--- config.mk ---
export PLATFORM = sky130hd
export DESIGN_NAME = aukv_alu_sched
export DESIGN_NICKNAME = d
export VERILOG_FILES = /design/src/rtl/aukv_alu_sched.sv
export SDC_FILE = /design/constraint.sdc
export NUM_CORES = 1
export LEC_CHECK = 0
export ABC_AREA = 1
export BUFFER_PORTS_ARGS = -buffer_cell sky130_fd_sc_hd__buf_2
export CORE_MARGIN = 5
export CORE_UTILIZATION = 46
export CTS_CLUSTER_DIAMETER = 40
export DETAILED_ROUTE_END_ITERATION = 10
export GPL_TIMING_DRIVEN = 0
export HOLD_SLACK_MARGIN = 0.03
export PLACE_DENSITY = 0.81
export SLEW_MARGIN = 0
export SYNTH_ARGS = -nofsm -noshare
export SYNTH_HDL_FRONTEND = slang
export SYNTH_SLANG_ARGS = --single-unit
--- constraint.sdc ---
create_clock -name i_clk -period 1.85 [get_ports i_clk]
set_input_delay 0.37 -clock i_clk [delete_from_list [all_inputs] [get_ports i_clk]]
set_output_delay 0.37 -clock i_clk [all_outputs]
set_load 0.1 [all_outputs]
--- src/rtl/aukv_alu_sched.sv ---
// Two-requester front end for a single shared combinational ALU: round-robin grant,
// one operation in flight, result held until the consumer takes it.
module aukv_alu_sched (
  input  logic        i_clk,
  input  logic        i_rstn,
  input  logic        i_req0_valid,
  input  logic [2:0]  i_req0_op,
  input  logic [31:0] i_req0_rs1,
  input  logic [31:0] i_req0_rs2,
  output logic        o_req0_ready,
  input  logic        i_req1_valid,
  input  logic [2:0]  i_req1_op,
  input  logic [31:0] i_req1_rs1,
  input  logic [31:0] i_req1_rs2,
  output logic        o_req1_ready,
  output logic [2:0]  o_alu_op,
  output logic [31:0] o_alu_rs1,
  output logic [31:0] o_alu_rs2,
  input  logic [31:0] i_alu_rd,
  output logic        o_rsp_valid,
  output logic        o_rsp_id,
  output logic [31:0] o_rsp_data,
  input  logic        i_rsp_ready,
  output logic        o_busy
);

  typedef enum logic [1:0] {IDLE, EXEC, RESP} state_t;

  state_t      state_q, state_d;
  logic        rr_q, rr_d;
  logic [2:0]  op_q, op_d;
  logic [31:0] rs1_q, rs1_d;
  logic [31:0] rs2_q, rs2_d;
  logic        id_q, id_d;
  logic        rsp_valid_q, rsp_valid_d;
  logic [31:0] rsp_data_q, rsp_data_d;
  logic        gnt0, gnt1;

  // Readies are gated by reset so an asserted valid cannot be acknowledged while in reset.
  always_comb begin
    gnt0 = 1'b0;
    gnt1 = 1'b0;
    if (state_q == IDLE && i_rstn) begin
      if (i_req0_valid && i_req1_valid) begin
        gnt0 = ~rr_q;
        gnt1 = rr_q;
      end else begin
        gnt0 = i_req0_valid;
        gnt1 = i_req1_valid;
      end
    end
  end

  always_comb begin
    state_d     = state_q;
    rr_d        = rr_q;
    op_d        = op_q;
    rs1_d       = rs1_q;
    rs2_d       = rs2_q;
    id_d        = id_q;
    rsp_valid_d = rsp_valid_q;
    rsp_data_d  = rsp_data_q;
    case (state_q)
      IDLE: begin
        if (gnt0 || gnt1) begin
          op_d    = gnt1 ? i_req1_op  : i_req0_op;
          rs1_d   = gnt1 ? i_req1_rs1 : i_req0_rs1;
          rs2_d   = gnt1 ? i_req1_rs2 : i_req0_rs2;
          id_d    = gnt1;
          rr_d    = gnt0;
          state_d = EXEC;
        end
      end
      EXEC: begin
        rsp_data_d  = i_alu_rd;
        rsp_valid_d = 1'b1;
        state_d     = RESP;
      end
      RESP: begin
        if (i_rsp_ready) begin
          rsp_valid_d = 1'b0;
          state_d     = IDLE;
        end
      end
      default: begin
        rsp_valid_d = 1'b0;
        state_d     = IDLE;
      end
    endcase
  end

  always_ff @(posedge i_clk or negedge i_rstn) begin
    if (!i_rstn) begin
      state_q     <= IDLE;
      rr_q        <= 1'b0;
      op_q        <= '0;
      rs1_q       <= '0;
      rs2_q       <= '0;
      id_q        <= 1'b0;
      rsp_valid_q <= 1'b0;
      rsp_data_q  <= '0;
    end else begin
      state_q     <= state_d;
      rr_q        <= rr_d;
      op_q        <= op_d;
      rs1_q       <= rs1_d;
      rs2_q       <= rs2_d;
      id_q        <= id_d;
      rsp_valid_q <= rsp_valid_d;
      rsp_data_q  <= rsp_data_d;
    end
  end

  assign o_req0_ready = gnt0;
  assign o_req1_ready = gnt1;
  assign o_alu_op     = op_q;
  assign o_alu_rs1    = rs1_q;
  assign o_alu_rs2    = rs2_q;
  assign o_rsp_valid  = rsp_valid_q;
  assign o_rsp_id     = id_q;
  assign o_rsp_data   = rsp_data_q;
  assign o_busy       = (state_q != IDLE);

endmodule
==> run metrics <==
post-layout min period=1.90 ns; Yosys warnings=0; CP arrival=1.53 ns; Final Slew Violations=0; die height=117 um; Final Hold Viols=0; Worst Path Max Fanout=2; fillcell total=978; drt total wl=16400 um; die area=13600 um2; Synth Area per Inst=7.83 um2; WL per Instance=14.6 um; CP Launch Type=flop; Core Box Area=11300 um2; IO Count=275; final setup margin=-0.0493 ns; RSZ-0062 raised after global routing=true; vias in the first global route=5126; first-pass GRT wire length=24900 um; Rows=39; Syn Inst Count=668; Slew HR=60.7%; worst-margin pin slew=0.587 ns; critical path endpoint category=output pin; most frequent CP cell=buf_12; Unique masters post-synth=16; Max-Cap Viols=0; DRC Markers=0; Synth area leader=dfrtp_1; Initial DRC Count=307; final setup fails=2; gr usage total=23.3%; Synth top area share=49.7%; Starting Density=46.4%; cells along the critical path=inv_2, buf_12, nand2_8, nor2_4, nand2_4, buf_8, clkinvlp_4, buf_12; Hold WS=0.0796 ns; CP max-delay cell=dfrtp_1; Mapped Nets=839; H-tree lvl count=3; CTS tree=yes; gr ovfl total=0; Buf+Inv Stages, Crit Path=5; status=finished with violations; Worst Path Required=1.48 ns; DR vias=5253; crit path kind=reg2out; clock transition at the registers of the reported paths=0.07 ns; clock sink total=104; synthesized flop and latch total=104; worst min-delay path category=in2async; largest net degree at the start of global routing=48; share of cells above drive strength 1=39.2%; Antenna Cells=0; ANT nets after route=0; DP HPWL=12200 um; Via density=4.70; Root Driver=clkbuf_16; reg2reg setup slack=0.09 ns; worst skew pair latency=0.35 ns; Fin Setup TNS=-0.0668 ns; Num CTS Buffers=9; PortBufs=274; register area share after synthesis=49.7%; Area Growth Syn to Fin=42.0%; period utilization=103%; Top delay family on crit path=buffers and inverters; 1st-pass router iterations=5; maximum clock frequency=527 MHz; nets@finish=1140; Worst Clk Skew=0.0124 ns; initial antenna violation count=0; Worst path max stage delay=0.39 ns; chip width=117 um; dpl cell area=6830 um2; clock buffer depth=2; Mapped Area=5230 um2; GP Congestion=0.896; failing checks=setup timing; Synth area leaders=dfrtp_1 (50%), nand2_1 (15%), nand3_1 (13%); post-route cell area=7430 um2
## final timing paths
kind                                          start                         end  cells past startpoint
max                          state_q[1]$_DFFE_PN0P_                o_req1_ready                      8
max reg2reg                  state_q[1]$_DFFE_PN0P_   o_alu_rs2[21]$_DFFE_PN0P_                     10
min reg2reg                o_alu_rs2[7]$_DFFE_PN0P_    o_alu_rs2[7]$_DFFE_PN0P_                      2
min                                          i_rstn   o_alu_rs1[18]$_DFFE_PN0P_                      2
min in group i_clk                     i_alu_rd[30]  o_rsp_data[30]$_DFFE_PN0P_                      2
max in group asynchronous                    i_rstn   o_alu_rs1[29]$_DFFE_PN0P_                      3
## cell usage after synthesis
cell,number
nand2_1,205
inv_1,140
nand3_1,134
dfrtp_1,104
mux2_2,32
buf_2,23
buf_4,10
clkbuf_1,4
o21ai_0,4
inv_2,3
nand2_2,3
nand4_1,2
a21oi_1,1
a21oi_2,1
buf_6,1
nor2_4,1
## area by class of cell
type	count	area [um2]	area share (%)
clock inverters	7	95.1	1.28
repair buffers	292	1670	22.5
well taps	143	179	2.41
flip-flops and latches	104	2600	35.0
inverters	143	541	7.27
multi-input cells	383	1910	25.7
clock buffers	9	225	3.03
plain buffers	36	208	2.79
## placed cells by master, fill, tap and decap left out, drive strengths merged
| master | Yosys | routed |
|---|---|---|
| nand2 | 208 | 208 |
| clkbuf | 4 | 13 |
| dfrtp | 104 | 104 |
| o21ai | 4 | 4 |
| buf | 34 | 320 |
| a21oi | 2 | 2 |
| mux2 | 32 | 32 |
| clkinv | 0 | 2 |
| nand3 | 134 | 134 |
| nor2 | 1 | 1 |
| bufinv | 0 | 1 |
| inv | 143 | 146 |
| clkinvlp | 0 | 1 |
| nand4 | 2 | 2 |
| dlygate4sd3 | 0 | 2 |
| bufbuf | 0 | 2 |
## sequential cells by signal (all words and copies together) (netlist names)
register and count:
state_q 2, o_alu_rs1 32, o_rsp_id 1, o_rsp_data 32, o_rsp_valid 1, o_alu_rs2 32, o_alu_op 3, rr_q 1
## kinds of logic after synthesis
group | after synthesis | share of synthesized area (%)
flip-flops | 104 | 49.7
AO/OA/AOI/OAI | 6 | 0.646
AND/OR/NAND/NOR | 345 | 28.3
buffers and inverters | 181 | 14.4
multiplexers | 32 | 6.89
## worst register-to-register path: stages (launching register included)
cell and delay (ns):
dfrtp_1 0.39, inv_2 0.08, buf_12 0.11, nand2_8 0.04
nor2_4 0.13, buf_4 0.16, buf_4 0.18, buf_4 0.20
nand3_1 0.19, nand3_1 0.14, nand2_1 0.05
## through the flow
stage | setup WS, ns | utilization [%] | instances
after floorplan | -0.0454 | - | 668
after global placement | -2.22 | 60.4 | 1085
after detailed placement | -1.11 | 60.6 | 1086
after CTS | -0.0805 | 65.8 | 1117
after global routing | -0.120 | 65.9 | 1117
final | -0.0493 | 65.9 | 1117
## repair_timing
action                                  in CTS  in global routing
resized for setup                           16                  6
buffers inserted                            12                  1
endpoints found under the hold margin       47                  0
pin swaps                                    3                  2
cloned                                       2                  0
hold buffers                                 3                  0
endpoints found under the setup margin      70                 32
## layer usage
layer  up-vias  GRT usage (%)  share of wire [%]
li1       2624              -                  -
met1      2372           29.5                 40
met2       235           39.7                 48
met3        22           5.18                8.7
met4         0           7.72                2.3
met5         -              0                  0
Power is not shown: default switching activity piles up to over one toggle a cycle in this logic, so the estimate is an artifact.
